`src/rtl/clk_div_bank.sv`:
```
// Multi-channel clock divider bank: CH independent divided clocks from one
// reference, each with enable, shadowed ratio/trim, tick and lock outputs.
module clk_div_chan #(
    parameter int DIV_W  = 8,
    parameter int TRIM_W = 2
) (
    input  logic              clk_i,
    input  logic              rst_ni,
    input  logic              en_i,
    input  logic [DIV_W-1:0]  div_i,
    input  logic [TRIM_W-1:0] trim_i,
    output logic              clk_o,
    output logic              tick_o,
    output logic              lock_o
);
    localparam int CW = DIV_W + 1;

    typedef enum logic [1:0] {
        IDLE = 2'd0,
        HIGH = 2'd1,
        LOW  = 2'd2
    } state_e;

    state_e            state_q, state_d;
    logic [CW-1:0]     cnt_q, cnt_d;
    logic [DIV_W-1:0]  div_s_q, div_s_d;
    logic [TRIM_W-1:0] trim_s_q, trim_s_d;
    logic              clk_q, clk_d;
    logic              tick_q, tick_d;
    logic              lock_q, lock_d;
    logic              cnt_zero;
    logic              same_cfg;
    logic [CW-1:0]     low_len;

    assign cnt_zero = (cnt_q == '0);
    assign same_cfg = (div_i == div_s_q) && (trim_i == trim_s_q);
    // Extended width keeps div+trim from wrapping at all-ones ratio
    assign low_len  = {1'b0, div_s_q} + CW'(trim_s_q);

    always_ff @(posedge clk_i or negedge rst_ni) begin
        if (!rst_ni) begin
            state_q  <= IDLE;
            cnt_q    <= '0;
            div_s_q  <= '0;
            trim_s_q <= '0;
            clk_q    <= 1'b0;
            tick_q   <= 1'b0;
            lock_q   <= 1'b0;
        end else begin
            state_q  <= state_d;
            cnt_q    <= cnt_d;
            div_s_q  <= div_s_d;
            trim_s_q <= trim_s_d;
            clk_q    <= clk_d;
            tick_q   <= tick_d;
            lock_q   <= lock_d;
        end
    end

    always_comb begin
        state_d  = state_q;
        cnt_d    = cnt_q;
        div_s_d  = div_s_q;
        trim_s_d = trim_s_q;
        clk_d    = clk_q;
        tick_d   = 1'b0;
        lock_d   = lock_q;
        unique case (state_q)
            IDLE: begin
                clk_d = 1'b0;
                if (en_i) begin
                    div_s_d  = div_i;
                    trim_s_d = trim_i;
                    cnt_d    = {1'b0, div_i};
                    state_d  = HIGH;
                    clk_d    = 1'b1;
                    tick_d   = 1'b1;
                    lock_d   = 1'b0;
                end
            end
            HIGH: begin
                if (!cnt_zero) begin
                    cnt_d = cnt_q - CW'(1);
                end else begin
                    state_d = LOW;
                    clk_d   = 1'b0;
                    cnt_d   = low_len;
                end
            end
            LOW: begin
                if (!cnt_zero) begin
                    cnt_d = cnt_q - CW'(1);
                end else if (en_i) begin
                    div_s_d  = div_i;
                    trim_s_d = trim_i;
                    cnt_d    = {1'b0, div_i};
                    state_d  = HIGH;
                    clk_d    = 1'b1;
                    tick_d   = 1'b1;
                    lock_d   = same_cfg;
                end else begin
                    state_d = IDLE;
                    lock_d  = 1'b0;
                end
            end
            default: begin
                state_d = IDLE;
                clk_d   = 1'b0;
                lock_d  = 1'b0;
            end
        endcase
    end

    assign clk_o  = clk_q;
    assign tick_o = tick_q;
    assign lock_o = lock_q;
endmodule

module clk_div_bank #(
    parameter int CH     = 3,
    parameter int DIV_W  = 8,
    parameter int TRIM_W = 2
) (
    input  logic                 clk,
    input  logic                 rst_n,
    input  logic [CH-1:0]        en,
    input  logic [CH*DIV_W-1:0]  div,
    input  logic [CH*TRIM_W-1:0] trim,
    output logic [CH-1:0]        clk_out,
    output logic [CH-1:0]        tick,
    output logic [CH-1:0]        lock
);
    for (genvar i = 0; i < CH; i++) begin : g_ch
        clk_div_chan #(
            .DIV_W  (DIV_W),
            .TRIM_W (TRIM_W)
        ) u_chan (
            .clk_i  (clk),
            .rst_ni (rst_n),
            .en_i   (en[i]),
            .div_i  (div[i*DIV_W +: DIV_W]),
            .trim_i (trim[i*TRIM_W +: TRIM_W]),
            .clk_o  (clk_out[i]),
            .tick_o (tick[i]),
            .lock_o (lock[i])
        );
    end
endmodule

```
`config.mk`:
```
export PLATFORM = sky130hd
export DESIGN_NAME = clk_div_bank
export DESIGN_NICKNAME = d
export VERILOG_FILES = /design/src/rtl/clk_div_bank.sv
export SDC_FILE = /design/constraint.sdc
export NUM_CORES = 1
export LEC_CHECK = 0
export ABC_CLOCK_PERIOD_IN_PS = 5900
export CAP_MARGIN = 40
export CORE_MARGIN = 5
export CORE_UTILIZATION = 60
export DETAILED_ROUTE_END_ITERATION = 8
export GPL_TIMING_DRIVEN = 0
export PLACE_DENSITY = 0.79
export SYNTH_ARGS = -nofsm -noshare
export SYNTH_HDL_FRONTEND = slang
export SYNTH_SLANG_ARGS = --single-unit
```
`constraint.sdc`:
```
create_clock -name clk -period 5.9 [get_ports clk]
set_clock_uncertainty 0.2 [all_clocks]
set_input_delay 0.59 -clock clk [delete_from_list [all_inputs] [get_ports clk]]
set_output_delay 0.59 -clock clk [all_outputs]
set_load 0.02 [all_outputs]
```
Word-level counts from Yosys, hierarchy flattened. Cells that the tools add are included.

Register bits after elaboration: 72. Latch bits: 0. Bits in writable memories: 0. Bits in read-only memories: 0. Input port bits: 35. Output and inout bits: 9. Memories kept: 0.

Add/subtract/negate cells: 6. Multiply operators: 0. Divide/modulo/power cells: 0. $lt $le $gt $ge: 0. Equal/unequal tests: 24. Shift operators: 0. Mux-type cells: 78. Bitwise gates (word level): 3. Reduce and logical (&&, ||, !) cells: 27.

Operators with widths (number): 2-to-1 mux 9 bit (9); one-hot mux 9 bit (3 select lines) (3); 2-to-1 mux 8 bit (6); one-hot mux 8 bit (2 select lines) (3); 2-to-1 mux 2 bit (15); adder 8 x 2 -> 9 bit (3); logical NOT 9 bit (3); 2-to-1 mux 1 bit (27); AND reduction 3 bit (9); subtractor 9 x 1 -> 9 bit (second input constant) (3); equality test 8 bit (3); one-hot mux 1 bit (3 select lines) (6); one-hot mux 2 bit (3 select lines) (3); inequality test 2 x 1 -> 1 bit (second input constant) (6); inequality test 2 bit (second input constant) (6); one-hot mux 2 bit (2 select lines) (3); nonzero test 3 bit (3); equality test 2 x 1 -> 1 bit (second input constant) (3); equality test 2 bit (3); equality test 2 bit (second input constant) (3); logical NOT 2 bit (3); one-hot mux 1 bit (2 select lines) (3); AND reduction 2 bit (3); nonzero test 2 bit (3); other kinds (2) (6).

Logic depth before layout (Yosys ltp).
Depth in word-level cells: 5. Gate-level depth with buffers: 8. Gate-level depth less buffers: 7.

Cells and area by module. From an unflattened synthesis, not the netlist that was laid out.

Cell total of the unflattened synthesis: 544. Area total of the unflattened synthesis: 5180.0 um2.

Modules (own cells, without submodules): clk_div_chan at g_ch[1].u_chan (instances 1, cells each 190, area an instance 1754.2 um2, seq. area each 600.6 um2); clk_div_chan at g_ch[0].u_chan (instances 1, cells each 184, area an instance 1749.2 um2, seq. area each 600.6 um2); clk_div_chan at g_ch[2].u_chan (instances 1, cells each 170, area an instance 1676.6 um2, seq. area each 600.6 um2).

Worst setup path after synthesis. Ideal clock, no wire load.

Path type: reg2reg. From: reg g_ch[0].u_chan.cnt_q[0]. To: reg g_ch[0].u_chan.div_s_q[0]. Library setup time: 0.125 ns. Data arrival time: 2.040 ns. Required time: 5.575 ns. Setup slack: 3.535 ns. Cell stages (with the launch flop): 9. Path buffers: 1. Cell sequence: dfrtp_1 -> inv_1 -> ha_1 -> or4b_4 -> buf_6 -> nor3_4 -> and2_4 -> o21ai_4 -> mux2_4.

Cells in the longest elaborated chain, start to end: 3.

Ends and longest elaborated chain: start: declaration (line 25) `logic [CW-1:0] cnt_q, cnt_d;`; start signal: assignment (line 51) `cnt_q <= cnt_d;`; logical NOT 9 bit (line 35) `assign cnt_zero = (cnt_q == '0);`; inequality test 2 x 1 -> 1 bit (no source line); AND reduction 2 bit (no source line); end signal: assignment (line 52) `div_s_q <= div_s_d;`; end: declaration (line 26) `logic [DIV_W-1:0] div_s_q, div_s_d;`.

No other way between the ends. A chain may end at the register's enable or synchronous reset.

Worst setup path after layout.
From: reg g_ch[2].u_chan.cnt_q[0]. To: reg g_ch[2].u_chan.div_s_q[0].

Cells in the longest elaborated chain, start to end: 3.

Ends and longest elaborated chain (line): start: declaration (25); start signal: assignment (51); logical NOT 9 bit (35); inequality test 2 x 1 -> 1 bit (no source line); AND reduction 2 bit (no source line); end signal: assignment (52); end: declaration (26).

No other way between the ends.

==> summary.txt <==
Status
  • Outcome: finished clean

Place
  • I/O Buffers: 42
  • Placed wire-length estimate: between 10000 and 15000 um
  • Gpl congestion: slightly above 0.9

Global route
  • Vias in the first global route: between 4000 and 5000
  • Met2 GRT Util: between 40% and 50%
  • Antenna violations before repair: 0
  • Met3 usage: roughly 3%
  • First-pass GRT wire length: roughly 24000 um
  • GRT overflow: 0
  • Pin count of the biggest net entering global routing: between 40 and 50
  • Busiest grt layer: met2
  • GRT Total Usage: between 20% and 30%
  • GR Util met1: roughly 34%

Finish
  • Total Nets Final: about 690
  • Synthesis-to-finish area growth: 15.25%
  • Layout cells sized above 1: about an eighth
  • Antenna diode count: 0

Route
  • DR vias: 4800
  • Post-DR vias/cell: approximately 6.4
  • Antenna viol nets, final: 0
  • Initial DRT Pass Iterations: 5
  • # DRC: 0
  • Starting DRT DRC Count: 306
  • Drt wl/cell: 19.20 um
  • Final wirelength: 14300 um

Timing
  • Unrepaired setup endpoints after global routing: no
  • Final Max Slew Viols: 0
  • Final setup vio count: 0
  • Max-slew headroom: roughly a third
  • Final period util: between 40% and 50%
  • FMAX: between 300 and 400 MHz
  • Final min period: approximately 2.7 ns
  • Worst Tran Pin Value: 1.004 ns
  • Setup TNS: 0 ns
  • Final Hold Vio Count: 0
  • Final hold slack: 0.3376 ns

Clocking
  • TritonCTS Buffers: 9
  • Worst skew pair latency: ~0.37 ns
  • Root Buffer: clkbuf_8
  • Cells resized by post-CTS repair: 0
  • Longest Clk Path Bufs: 2
  • CTS clk-pin slew, worst paths: 0.09 ns
  • CTS Sinks: a little over 70
  • TritonCTS clock tree: yes
  • Htree depth: 3

Yosys
  • Top cells by count, synth: 72 x dfrtp_1, 48 x nor2_1, 37 x o21ai_0
  • Cells after Synth: 577
  • Most frequent cell after synthesis: dfrtp_1
  • Post-synth ARST share: 100.0%
  • Synth cell types: between 60 and 70
  • Synth Register Bits: slightly above 70
  • Sequential area share after synthesis: 33.62%
  • Synth Warn #: 0
  • Cell taking the most area after synthesis: dfrtp_1
  • Top cell type's share of synthesized area: 33.62%
  • Mapped Avg Cell Area: roughly 9.3 um2
  • Number of flops mapped to enable cells by yosys: 0
  • Mapped cell area: approximately 5400 um2
  • Synthesized Nets: 639
  • Predominant post-synthesis flop cell: dfrtp_1
  • Cells taking the most area after synthesis: dfrtp_1 34%, mux2_2 6.1%, ha_1 5.6%

Floorplan
  • FP Rows: 34
  • Initial Util: 61.45%
  • Die H: roughly 100 um
  • Placeable Area: between 8000 and 9000 um2
  • Total die area: approximately 11000 um2
  • Die X-Extent: 104.5 um
  • I/O pin total: 44

Power and ir drop
  • Flop pwr share: ~28%
  • Net Sw Power: 1.646 mW
  • Logic pwr share: 58.8%
  • Power share of the clock group: 13.1%
  • PwrDens: approximately 570 nW/um2
  • Worst VDD drop: ~0.35 mV
  • Sw frac: a little under half
  • Static Leak: 2.516 nW
  • Internal power: about 1.9 mW

Worst hold path
  • HP Class: reg2reg

Critical path
  • CP Data Arrival Time: 2.78 ns
  • Required @ worst endpoint: approximately 6.0 ns
  • Critical Path Sink Type: register
  • Peak fanout along the critical path: 10
  • Startpoint class of the critical path: register
  • Critical path class: reg2reg

Job
  • Max_cap viols: 0
[registers in the layout, indices dropped and copies added (netlist names)]
signal and cells:
g_ch.u_chan.clk_o 3, g_ch.u_chan.cnt_q 27, g_ch.u_chan.div_s_q 24, g_ch.u_chan.lock_o 3
g_ch.u_chan.state_q 6, g_ch.u_chan.tick_o 3, g_ch.u_chan.trim_s_q 6
[cell usage in the layout, fill, tap and decap left out, types with 4 or more instances in the layout]
| cell type | count |
|---|---|
| dfrtp_1 | 72 |
| a221oi_1 | 7 |
| o31ai_1 | 5 |
| mux2_2 | 29 |
| mux2_4 | 10 |
| clkbuf_8 | 9 |
| o21ai_0 | 37 |
| nand4_1 | 10 |
| nor3_1 | 16 |
| o22ai_1 | 7 |
| nor2b_1 | 12 |
| a22oi_1 | 13 |
| o21a_1 | 4 |
| o311ai_0 | 5 |
| nand3_1 | 23 |
| buf_4 | 10 |
| inv_1 | 29 |
| clkbuf_1 | 17 |
| and3_1 | 4 |
| clkdlybuf4s50_1 | 41 |
| xor2_1 | 22 |
| a211oi_1 | 7 |
| o41ai_1 | 7 |
| mux2i_1 | 4 |
| a31oi_1 | 9 |
| nor2_1 | 48 |
| ha_1 | 24 |
| a21oi_1 | 19 |
| xnor2_1 | 27 |
| nand2_1 | 33 |
[power by group through the flow]
stage | Clock, mW | Sequential (mW) | Combinational [mW]
2_1_floorplan | 0 | 0.920 | 1.54
3_3_place_gp | 0 | 0.970 | 1.96
3_5_place_dp | 0 | 0.989 | 2.02
4_1_cts | 0.463 | 0.982 | 2.04
5_1_grt | 0.485 | 1.02 | 2.26
6_report | 0.463 | 0.988 | 2.07
[logic make-up (layout without fill, tap and decap cells)]
| family | after synthesis | in the layout | synth area share [%] |
|---|---|---|---|
| xor+xnor | 49 | 49 | 8.008 |
| mux | 43 | 43 | 9.643 |
| compound gates | 153 | 153 | 19.75 |
| buf+inv | 60 | 120 | 5.160 |
| fa+ha+maj | 27 | 27 | 6.724 |
| flops | 72 | 72 | 33.62 |
| simple gates | 173 | 173 | 17.09 |
[worst paths after layout]
| kind | startpoint | end | slack [ns] | depth (start not counted) |
|---|---|---|---|---|
| worst max-delay path | g_ch[2].u_chan.cnt_q[0]$_DFFE_PN0P_ | g_ch[2].u_chan.div_s_q[0]$_DFFE_PN0P_ | 3.17 | 8 |
| worst min-delay path | g_ch[2].u_chan.clk_o$_DFFE_PN0P_ | g_ch[2].u_chan.clk_o$_DFFE_PN0P_ | 0.34 | 2 |
| worst max register to register | g_ch[2].u_chan.cnt_q[0]$_DFFE_PN0P_ | g_ch[2].u_chan.div_s_q[0]$_DFFE_PN0P_ | 3.17 | 8 |
| worst min register to register | g_ch[2].u_chan.clk_o$_DFFE_PN0P_ | g_ch[2].u_chan.clk_o$_DFFE_PN0P_ | 0.34 | 2 |
| max in group asynchronous | rst_n | g_ch[2].u_chan.cnt_q[1]$_DFFE_PN0P_ | 4.42 | 3 |
| min in group asynchronous | rst_n | g_ch[2].u_chan.cnt_q[4]$_DFFE_PN0P_ | 0.49 | 2 |
[routing by layer]
layer / vias to the layer above / wire length (um) / share of wire, %
met1: 2315 / 5846 / 41
met3: 34 / 1077 / 7.5
met2: 223 / 7056 / 49
met4: 0 / 324 / 2.3
li1: 2228 / - / -
met5: - / 0 / 0
[final cells by class]
| type | instances | area [um2] |
|---|---|---|
| clock inverters | 7 | 102.6 |
| clock buffers | 9 | 123.9 |
| repair buffers | 44 | 455.4 |
| plain buffers | 31 | 167.7 |
| flip-flops and latches | 72 | 1802 |
| fillers | 667 | 2545 |
| multi-input cells | 445 | 3281 |
| well taps | 108 | 135.1 |
| inverters | 29 | 108.9 |
[what timing repair did]
| item | CTS | global route |
|---|---|---|
| setup buffers | 0 | 0 |
| hold endpoints to repair | 28 | 0 |
| hold buffers | 1 | 0 |
[metrics by stage]
stage | instances | instance area, um2 | setup slack (ns) | util (%) | power [mW]
after floorplan | 577 | 5359 | 3.535 | - | 2.458
after global placement | 727 | 5914 | 1.487 | 67.82 | 2.927
after detailed placement | 728 | 5939 | 3.121 | 68.11 | 3.006
after CTS | 745 | 6176 | 3.192 | 70.82 | 3.484
after global routing | 745 | 6176 | 3.019 | 70.82 | 3.769
final | 745 | 6176 | 3.169 | 70.82 | 3.522
[critical path, cell delays in order (launching register included)]
cell	delay (ns)
dfrtp_1	0.41
inv_1	0.08
ha_1	0.27
nor4b_4	0.18
and3_1	0.18
buf_2	0.17
and2_1	0.21
o21ai_2	0.50
mux2_2	0.41
Note: power is estimated with default switching activity, not from simulation.
